==> src/rtl/freq_meas_pkg.sv <==
// Shared types and defaults for the frequency counter: FSM encoding,
// default clock/gate constants and the gate-timer width helper.
package freq_meas_pkg;

    typedef enum logic [1:0] {
        IDLE = 2'd0,
        GATE = 2'd1,
        DONE = 2'd2
    } state_t;

    localparam int CLK_HZ_DEF      = 27_000_000;
    localparam int GATE_CYCLES_DEF = 27_000;

    // A timer spanning 0..cycles-1 needs at least one bit even for tiny windows.
    function automatic int timer_width(input int cycles);
        return (cycles > 1) ? $clog2(cycles) : 1;
    endfunction

endpackage

==> src/rtl/freq_meas_sync_edge_det.sv <==
// Two-flop synchronizer plus a delay flop producing a one-cycle pulse on
// each rising edge of an asynchronous input. Reusable for buttons etc.
module sync_edge_det (
    input  logic clk,
    input  logic rst,
    input  logic async_i,
    output logic edge_o
);

    logic sync1_q;
    logic sync2_q;
    logic sync3_q;

    always_ff @(posedge clk or posedge rst) begin
        if (rst) begin
            sync1_q <= 1'b0;
            sync2_q <= 1'b0;
            sync3_q <= 1'b0;
        end else begin
            sync1_q <= async_i;
            sync2_q <= sync1_q;
            sync3_q <= sync2_q;
        end
    end

    assign edge_o = sync2_q & ~sync3_q;

endmodule

==> src/rtl/freq_meas.sv <==
// Frequency counter: counts rising edges of sig_in over a fixed gate window
// of clk and reports the count once per window with a one-cycle strobe.
module freq_meas
    import freq_meas_pkg::*;
#(
    parameter int CLK_HZ      = CLK_HZ_DEF,
    parameter int GATE_CYCLES = GATE_CYCLES_DEF,
    parameter int CNT_W       = 16
) (
    input  logic             clk,
    input  logic             rst,
    input  logic             en,
    input  logic             sig_in,
    output logic [CNT_W-1:0] freq_cnt,
    output logic             cnt_valid,
    output logic             overflow,
    output logic             busy
);

    localparam int                 TIMER_W    = timer_width(GATE_CYCLES);
    localparam logic [TIMER_W-1:0] TIMER_LAST = TIMER_W'(GATE_CYCLES - 1);
    localparam logic [CNT_W-1:0]   CNT_MAX    = '1;

    // The gate window must fit at least once into a second of clk.
    if (GATE_CYCLES < 2 || CLK_HZ < GATE_CYCLES) begin : g_bad_params
        $error("freq_meas: GATE_CYCLES must be >= 2 and <= CLK_HZ");
    end

    logic               edge_pulse;
    state_t             state_q,    state_d;
    logic [TIMER_W-1:0] timer_q,    timer_d;
    logic [CNT_W-1:0]   cnt_q,      cnt_d;
    logic               ovf_q,      ovf_d;
    logic [CNT_W-1:0]   freq_q,     freq_d;
    logic               overflow_q, overflow_d;
    logic               valid_q,    valid_d;

    sync_edge_det u_sync (
        .clk     (clk),
        .rst     (rst),
        .async_i (sig_in),
        .edge_o  (edge_pulse)
    );

    always_ff @(posedge clk or posedge rst) begin
        if (rst) begin
            state_q    <= IDLE;
            timer_q    <= '0;
            cnt_q      <= '0;
            ovf_q      <= 1'b0;
            freq_q     <= '0;
            overflow_q <= 1'b0;
            valid_q    <= 1'b0;
        end else begin
            state_q    <= state_d;
            timer_q    <= timer_d;
            cnt_q      <= cnt_d;
            ovf_q      <= ovf_d;
            freq_q     <= freq_d;
            overflow_q <= overflow_d;
            valid_q    <= valid_d;
        end
    end

    always_comb begin
        state_d    = state_q;
        timer_d    = timer_q;
        cnt_d      = cnt_q;
        ovf_d      = ovf_q;
        freq_d     = freq_q;
        overflow_d = overflow_q;
        valid_d    = 1'b0;
        case (state_q)
            IDLE: begin
                if (en) begin
                    state_d = GATE;
                    timer_d = '0;
                    cnt_d   = '0;
                    ovf_d   = 1'b0;
                end
            end
            GATE: begin
                if (!en) begin
                    state_d = IDLE;
                end else begin
                    // Saturate rather than wrap so an overrange input is flagged.
                    if (edge_pulse) begin
                        if (cnt_q == CNT_MAX) ovf_d = 1'b1;
                        else                  cnt_d = cnt_q + 1'b1;
                    end
                    if (timer_q == TIMER_LAST) state_d = DONE;
                    else                       timer_d = timer_q + 1'b1;
                end
            end
            DONE: begin
                freq_d     = cnt_q;
                overflow_d = ovf_q;
                valid_d    = 1'b1;
                if (en) begin
                    state_d = GATE;
                    timer_d = '0;
                    cnt_d   = '0;
                    ovf_d   = 1'b0;
                end else begin
                    state_d = IDLE;
                end
            end
            default: state_d = IDLE;
        endcase
    end

    assign freq_cnt  = freq_q;
    assign cnt_valid = valid_q;
    assign overflow  = overflow_q;
    assign busy      = (state_q == GATE);

endmodule

==> config.mk <==
export PLATFORM = sky130hd
export DESIGN_NAME = freq_meas
export DESIGN_NICKNAME = d
export VERILOG_FILES = /design/src/rtl/freq_meas_pkg.sv /design/src/rtl/freq_meas_sync_edge_det.sv /design/src/rtl/freq_meas.sv
export SDC_FILE = /design/constraint.sdc
export NUM_CORES = 1
export LEC_CHECK = 0
export CORE_ASPECT_RATIO = 0.6
export CORE_MARGIN = 2
export CORE_UTILIZATION = 30
export CTS_BUF_LIST = sky130_fd_sc_hd__clkbuf_4
export CTS_CLUSTER_DIAMETER = 30
export CTS_CLUSTER_SIZE = 40
export DETAILED_ROUTE_END_ITERATION = 8
export SLEW_MARGIN = 0
export SYNTH_ARGS = -nofsm -noshare
export SYNTH_HDL_FRONTEND = slang
export SYNTH_SLANG_ARGS = --single-unit
export TNS_END_PERCENT = 10
==> constraint.sdc <==
create_clock -name clk -period 2.2 [get_ports clk]
set_clock_uncertainty 0.05 [all_clocks]
set_input_delay 0.66 -clock clk [delete_from_list [all_inputs] [get_ports clk]]
set_output_delay 0.66 -clock clk [all_outputs]
set_load 0.01 [all_outputs]
After elaboration in Yosys (flattened, before gate mapping)
Cells that the tools add are included.
Widths: inputs -> output; s select.
{ "classes": {"n_eq_ne": 12, "muxes": 20, "bitwise_logic": 2, "reduce_logical": 7, "addsub": 2} }
{ "ops": {"columns": ["cell", "n"], "rows": [
  ["$mux 16", 4],
  ["$mux 15", 3],
  ["$pmux 16 s2", 1],
  ["$pmux 15 s2", 1],
  ["$add 16x1->16 const B", 1],
  ["$eq 16x16->1 const B", 1],
  ["$add 15x1->15 const B", 1],
  ["$eq 15x15->1 const B", 1],
  ["$reduce_and 5->1", 2],
  ["$ne 2x2->1 const B", 4],
  ["$mux 1", 6],
  ["$mux 2", 3],
  ["$ne 2x1->1 const B", 3],
  ["$pmux 2 s3", 1],
  ["$reduce_and 4->1", 1],
  ["$ne 3x2->1 const B", 1],
  ["$eq 2x1->1 const B", 1],
  ["$eq 2x2->1 const B", 1],
  ["$logic_not 2->1", 1],
  ["$pmux 1 s2", 1],
  ["$reduce_and 2->1", 1],
  ["$reduce_bool 2->1", 1],
  ["$reduce_or 2->1", 1],
  ["$and 1x1->1", 1],
  ["$not 1->1", 1]
]} }
{ "word_totals": {"ff_bits": 55, "word_cells": 53} }

Depth between registers and ports, before layout
Gate-level depths: netlist of the first run.
{ "depth": {"depth_word": 5, "depth_mapped": 6, "depth_no_buf": 5} }

By module
Synthesis of the first run repeated with hierarchy kept, for this count alone.
{ "hier_totals": {"cells_unflattened": 262, "area_unflattened_um2": 2743.9} }
{ "modules_own_cells": {"columns": ["mod", "seq_area_each_um2", "area_each_um2", "n_inst", "cells_per_inst"], "rows": [
  ["freq_meas", 1301.2, 2651.3, 1, 257],
  ["sync_edge_det", 75.1, 92.6, 1, 5]
]} }

Least setup slack after synthesis of the first run
OpenSTA, ideal clock, no wires.
{ "synth_path": {"path_kind": "input port to flip-flop", "start": "input port en", "end": "register cnt_q[14]", "stages": 5, "arrival_time_ns": 1.925, "setup_ns": 0.077, "path_slack_ns": 0.148, "path_cell_list": "clkbuf_2 nand4bb_2 a211o_4 or4_1 a21oi_1"} }
{ "synth_between": {"elab_chain_cells": 2, "elab_cells_between_ends": 3, "classes_between": "eq/ne (2); reduce/logical (1)"} }
{ "synth_lines": {"columns": ["item", "line_no", "source"], "rows": [
  ["from (decl)", "freq_meas.sv:12", "input logic en,"],
  ["$ne 2x2->1 (no source line) or $ne 2x1->1 (tied branches)", null, null],
  ["$reduce_and 5->1 (no source line) *", null, null],
  ["to (signal assigned)", "freq_meas.sv:57", "cnt_q <= cnt_d;"],
  ["to (decl)", "freq_meas.sv:32", "logic [CNT_W-1:0] cnt_q, cnt_d;"]
]} }
Every way passes the cells marked *; elsewhere a longest branch is shown, timed or not.
A chain may end at the register's enable or synchronous reset.

Final worst setup path of the first run
Same ends and word-level chain as after synthesis.

==> summary.md, run 1 <==
| Metric | Value |
|---|---|
| IO Pins | 23 |
| H-Tree Depth | 2 |
| Post-DP HPWL | 4490 um |
| # hold bufs at CTS | 0 |
| Syn Inst Count | 255 |
| Clk Latency, worst-skew pair | 0.39 ns |
| Avg WL per Cell | 15.1 um |
| Async SR Flop Fraction | 100% |
| Global-route wire length before repair | 10,500 um |
| Dpl cells | 405 |
| CP max stage cell | clkdlybuf4s50_1 |
| RSZ-0062 raised after global routing | no |
| Post-Layout Cell Count | 414 |
| Drt pass-1 iters | 4 |
| Seq/Total Area, Yosys | 49.7% |
| DR iter-0 viols | 175 |
| Top Family by Delay on Critical Path | simple AND/OR/NAND/NOR gates |
| Setup crit start kind | input port |
| Routed vias/inst | 5.17 |
| Vias in the first global route | 1,983 |
| Starting Density | 30.5% |
| Hold WC Path Type | flop to flop |
| CP Buf/Inv Count | 1 |
| Pwr dens | roughly 540 nW/um^2 |
| Worst-path cell chain | clkdlybuf4s50_1, nand4bb_2, a211o_4, or4_1, a21oi_1 |
| CP Max Fanout | 8 |
| Max Slew Vio Count | 0 |
| DIE HEIGHT | approximately 80 um |
| Status | finished clean |
| Critical path capture point type | flop |
| Setup TNS | 0 ns |
| Synth cell types | 57 |
| Max VDD drop | 0.217 mV |
| Layout cells sized above 1 | ~20% |
| Commonest non-fill, non-tap cell in the layout | dfrtp_1 |
| Slowest stage delay, CP | 0.55 ns |
| IO buf count | 22 |
| Min Tclk post-route | between 2 and 2.5 ns |
| WS Path Type | input port to flop |
| CTS buffer count | 5 |
| Area grow syn2layout | 19.8% |
| CTS clock-pin slew for the worst setup and hold paths | 0.15 ns |
| Routed Antenna Nets | 0 |
| Setup WS post-layout | 0.0706 ns |
| Pwr Total | 0.00179 W |
| Post-layout nets | approximately 300 |
| Fill cells | 899 |
| Die Footprint | 10,000 um^2 |
| Root buffer cell | clkbuf_4 |
| Most frequent cells in the layout | dfrtp_1, nand2_1, clkdlybuf4s50_1, buf_4 |
| Initial antenna violation count | 0 |
| Mapped Area | 2770 um^2 |
| Fmax | 470 MHz |
| Dpl ws | -0.316 ns |
| Final Cycle Share | roughly 97% |
| CTS tree | done |
| Clk sinks | 55 |
| Vias | 2,141 |
| Die Wd | 128 um |
| CTS Buffer Depth | 2 |
| FF+latch count, synth | 55 |
| Leakage Power | 1.45 nW |
| Setup-failing EPs final | 0 |
| # rows | 27 |
| Relative slew slack | 59.4% |
| Syn_area_per_cell | 10.9 um^2 |
| Number of synthesized flops with an enable pin | 0 |
| MaxCap Viol Count | 0 |
| # DRC | 0 |
| Syn. warnings | 0 |
| GRT Total Usage | 13.5% |
| Final wirelength | 6240 um |
| Net Count, Synth | 261 |
| Largest net degree at the start of global routing | 56 |
| Ant. Diodes | 0 |
| WP data arrival | 2.40 ns |
| RePlAce Congestion | 0.855 |
| Most used flip-flop cell after synthesis | dfrtp_1 |
| Final hold violations | 0 |
| Grt total ovfl | 0 |
| Req. time, crit path | about 2.5 ns |
| Core footprint | a little over 9000 um^2 |
| Worst slew pin tran | 0.604 ns |
-- power by group --
group	switching [W]	internal, W	total [W]	leakage [nW]
sequential	0.0000603	0.00106	0.00112	0.750
combinational	0.000120	0.0000919	0.000212	0.659
clock	0.000314	0.000150	0.000464	0.0361
-- layout make-up --
type | instances | area [um^2] | area share (%)
sequential | 55 | 1380 | 41.5
multi-input combinational | 178 | 1290 | 39.0
timing repair buffer | 44 | 397 | 11.9
tap | 116 | 145 | 4.37
clock buffer | 7 | 52.6 | 1.58
inverter | 13 | 48.8 | 1.47
clock inverter | 1 | 5.00 | 0.151
-- timing repair --
action                     4_1_cts  5_1_grt
gates resized for setup          2        0
setup endpoints to repair        1        0
buffers inserted                 1        0
-- kinds of logic after synthesis --
group,synth area share [%]
flops,49.7
compound gates,13.4
mux,8.63
xor+xnor,1.26
fa+ha+maj,0.903
simple gates,22.5
buf+inv,3.61
-- metal layers --
metal	vias up	routed length [um]	GRT usage [%]
li1	1037	-	-
met4	0	74	3.74
met5	-	0	0
met2	62	2270	15.8
met1	1033	3530	22.8
met3	9	367	3.48
-- cells in the mapped netlist, drive strengths merged, types with 2 or more instances --
cell / n / share of area [%]
mux2i: 7 / 2.5
dfrtp: 55 / 50
ha: 2 / 0.90
nor3: 3 / 0.54
o211ai: 2 / 0.54
nor4: 5 / 1.9
o41ai: 2 / 1.3
mux2: 15 / 6.1
nand3: 13 / 2.3
clkbuf: 5 / 0.72
and2: 3 / 0.68
buf: 4 / 1.1
xor2: 2 / 0.63
and4: 4 / 1.4
o21ai: 10 / 1.8
o21a: 3 / 0.81
or4: 7 / 1.9
a211oi: 5 / 1.4
nand4: 8 / 2.6
inv: 13 / 1.8
o31ai: 5 / 1.4
nand4bb: 2 / 0.99
nor2: 8 / 1.1
nand2: 24 / 3.3
or3: 5 / 1.2
and3: 4 / 0.90
a21oi: 15 / 2.8
nand2b: 8 / 1.8
xnor2: 2 / 0.63
-- worst paths after layout --
kind                                      from              to  slack (ns)  depth (start not counted)
worst max-delay path                        en       cnt_q[14]        0.07                          5
worst min-delay path            u_sync.sync1_q  u_sync.sync2_q        0.32                          0
worst max register to register     timer_q[10]      timer_q[0]        0.17                          5
worst min register to register  u_sync.sync1_q  u_sync.sync2_q        0.32                          0
max in group asynchronous                  rst     freq_cnt[3]        1.28                          3
min in group asynchronous                  rst    freq_cnt[13]        0.57                          3
-- stage by stage --
step / utilization (%) / instance area, um^2 / hold slack (ns)
after floorplan: - / 2770 / 0.281
after global routing: 36.5 / 3320 / 0.366
final: 36.5 / 3320 / 0.322
after global placement: 35.8 / 3250 / 0.286
after CTS: 36.5 / 3320 / 0.332
after detailed placement: 35.8 / 3250 / 0.307
-- flip-flops by register name (all words and copies together), names as in the netlist --
signal / count
overflow: 1
cnt_valid: 1
freq_cnt: 16
u_sync.sync1_q: 1
timer_q: 15
ovf_q: 1
state_q: 2
u_sync.sync3_q: 1
u_sync.sync2_q: 1
cnt_q: 16
Power figures use the tool's default switching activity.
==> run 2: changes to the inputs <==
--- a/config.mk
+++ b/config.mk
@@ -7,11 +7,12 @@
 export LEC_CHECK = 0
 export CORE_ASPECT_RATIO = 0.6
 export CORE_MARGIN = 2
-export CORE_UTILIZATION = 30
+export CORE_UTILIZATION = 55
 export CTS_BUF_LIST = sky130_fd_sc_hd__clkbuf_4
 export CTS_CLUSTER_DIAMETER = 30
 export CTS_CLUSTER_SIZE = 40
 export DETAILED_ROUTE_END_ITERATION = 8
+export PLACE_DENSITY = 0.76
 export SLEW_MARGIN = 0
 export SYNTH_ARGS = -nofsm -noshare
 export SYNTH_HDL_FRONTEND = slang
==> run 2 against run 1 <==
Compared with the run above: cell count shrank 13%; wire length shrank 7.7%; global-route usage grew 9.5 points; total power grew 4.9%; sequential share of layout area grew 0.55 points.
==> summary.md, run 2 (synthesis gave the netlist of run 1 again) <==
| Metric | Value |
|---|---|
| Max Slew Vio Count | 0 (unchanged) |
| Starting Density | 58.9% (was 30.5%) |
| WP data arrival | 2.33 ns (was 2.40 ns) |
| CTS Buffer Depth | 2 (unchanged) |
| Largest net degree at the start of global routing | 56 (unchanged) |
| Clk Latency, worst-skew pair | 0.39 ns (about the same) |
| DR iter-0 viols | 167 (was 175) |
| IO Pins | 23 (unchanged) |
| Area occupied by multi-input gates | 1290 um^2 (unchanged) |
| Setup crit start kind | flop (was input port) |
| Area grow syn2layout | 18.2% (was 19.8%) |
| Fmax | 483 MHz (was 470 MHz) |
| Relative slew slack | 62.9% (was 59.4%) |
| Status | finished clean (unchanged) |
| Core footprint | 4710 um^2 (was 9090 um^2) |
| Post-CTS Setup Bufs | 0 (was 1) |
| Die Footprint | 5640 um^2 (was 10,000 um^2) |
| H-Tree Depth | 2 (unchanged) |
| Worst slew pin tran | 0.551 ns (was 0.604 ns) |
| Initial antenna violation count | 0 (unchanged) |
| Hold path depth | 0 (unchanged) |
| WS Path Type | flop to flop (was input port to flop) |
| Root buffer cell | clkbuf_4 (unchanged) |
| Post-layout nets | 303 (unchanged) |
| # DRC | 0 (unchanged) |
| Post-DP HPWL | 4000 um (was 4490 um) |
| Layout cells sized above 1 | 19.8% (was 20.5%) |
| Req. time, crit path | 2.46 ns (was 2.47 ns) |
| Max VDD drop | 0.335 mV (was 0.217 mV) |
| RR Startpoint | timer_q[10] (unchanged) |
| Clk sinks | 55 (unchanged) |
| CP Max Fanout | 8 (unchanged) |
| Critical path capture point type | flop (unchanged) |
| Worst hold start | u_sync.sync1_q (unchanged) |
| Global-route wire length before repair | 9700 um (was 10,500 um) |
| CP max stage cell | o41ai_4 (was clkdlybuf4s50_1) |
| Commonest non-fill, non-tap cell in the layout | dfrtp_1 (unchanged) |
| Leakage Power | 1.46 nW (was 1.45 nW) |
| Grt total ovfl | 0 (unchanged) |
| Min Tclk post-route | 2.07 ns (was 2.13 ns) |
| DIE HEIGHT | 59.0 um (was 78.4 um) |
| Hold WC Path Type | flop to flop (unchanged) |
| Drt pass-1 iters | 4 (unchanged) |
| CTS clock-pin slew for the worst setup and hold paths | 0.15 ns (about the same) |
| Ant. Diodes | 0 (unchanged) |
| Vias | 2,164 (was 2,141) |
| Routed vias/inst | 5.99 (was 5.17) |
| Post-Layout Cell Count | 361 (was 414) |
| CTS tree | done (unchanged) |
| Final wirelength | 5760 um (was 6240 um) |
| MaxCap Viol Count | 0 (unchanged) |
| Worst-path cell chain | or3b_4, o41ai_4, buf_4, o21ai_0, a21oi_1 (was clkdlybuf4s50_1, nand4bb_2, a211o_4, or4_1, a21oi_1) |
| Final Cycle Share | 94.2% (was 96.8%) |
| Pwr dens | 574 nW/um^2 (was 540 nW/um^2) |
| Slowest stage delay, CP | 0.56 ns (was 0.55 ns) |
| Dpl cells | 353 (was 405) |
| Register area | 1380 um^2 (about the same) |
| CTS buffer count | 5 (unchanged) |
| Reg2reg path depth | 5 (unchanged) |
| IO buf count | 22 (unchanged) |
| GRT Total Usage | 23.0% (was 13.5%) |
| Most frequent cells in the layout | dfrtp_1, nand2_1, buf_4 (was dfrtp_1, nand2_1, clkdlybuf4s50_1, buf_4) |
| # rows | 19 (was 27) |
| Fill cells | 352 (was 899) |
| Die Wd | 95.6 um (was 128 um) |
| Vias in the first global route | 1,920 (was 1,983) |
| FF-to-FF setup slack | 0.13 ns (was 0.17 ns) |
| Final hold violations | 0 (unchanged) |
| Pwr Total | 0.00188 W (was 0.00179 W) |
| Setup-failing EPs final | 0 (unchanged) |
| RR Endpoint | timer_q[2] (was timer_q[0]) |
| RSZ-0062 raised after global routing | no (unchanged) |
| RePlAce Congestion | 0.891 (was 0.855) |
| Avg WL per Cell | 15.9 um (was 15.1 um) |
| Hold EP | u_sync.sync2_q (unchanged) |
| Routed Antenna Nets | 0 (unchanged) |
run 2: cell count changes in the layout (fill, tap and decap cells not counted):
cell / before / now
clkbuf_4: 7 / 5
bufinv_16: 0 / 1
clkdlybuf4s50_1: 21 / 20
clkinv_1: 0 / 1
dfrtp_1: 54 / 55
dfrtp_2: 1 / 0
dlymetal6s2s_1: 0 / 1
run 2: worst max-delay path: cells and delay by family (launching register included):
kind | cells | cell delay, ns
DFF | 1 | 0.45
AOI/OAI and AO/OA | 3 | 0.85
and+or+nand+nor | 1 | 0.44
buffers and inverters | 1 | 0.21
run 2: per-layer routing:
metal / up-vias / part of all wire (%) / wire, um / track usage (%)
met5: - / 0 / 0 / 0
met4: 0 / 1.2 / 71 / 6.73
met3: 8 / 4.9 / 283 / 4.58
met2: 60 / 40 / 2320 / 29.5
met1: 1063 / 54 / 3080 / 38.6
li1: 1033 / - / - / -
run 2: how the worst max path moves through the flow:
stage | startpoint | to | slack (ns)
after floorplan | rst | cnt_q[0] | 0.15
after global placement | en | cnt_q[14] | -0.31
after detailed placement | en | timer_q[2] | -0.36
after CTS | en | timer_q[2] | 0.05
after global routing | timer_q[10] | timer_q[2] | 0.04
final | timer_q[10] | timer_q[2] | 0.13
run 2: repair_timing:
action,CTS,global route
gates resized for setup,1,1
hold buffers,0,0
endpoints found under the setup margin,1,2
run 2: area by class of cell:
| type | count | area share, % |
|---|---|---|
| flip-flops and latches | 55 | 42.0 |
| multi-input cells | 178 | 39.5 |
| clock inverters | 3 | 1.19 |
| clock buffers | 5 | 1.15 |
| inverters | 13 | 1.49 |
| well taps | 63 | 2.41 |
| repair buffers | 44 | 12.2 |
run 2: power by group:
group / switching [W] / internal (W)
sequential: 0.0000580 / 0.00106
combinational: 0.000125 / 0.0000955
clock: 0.000310 / 0.000234
total: 0.000493 / 0.00139
run 2: through the flow:
| stage | hold WS, ns | setup WS (ns) | util, % | setup TNS (ns) | instance area [um^2] |
|---|---|---|---|---|---|
| 4_1_cts | 0.333 | 0.0481 | 69.5 | 0 | 3270 |
| 2_1_floorplan | 0.281 | 0.147 | - | 0 | 2770 |
| 5_1_grt | 0.339 | 0.0434 | 69.5 | 0 | 3270 |
| 6_report | 0.327 | 0.128 | 69.5 | 0 | 3270 |
| 3_3_place_gp | 0.295 | -0.309 | 67.9 | -5.35 | 3200 |
| 3_5_place_dp | 0.293 | -0.355 | 67.9 | -5.90 | 3200 |
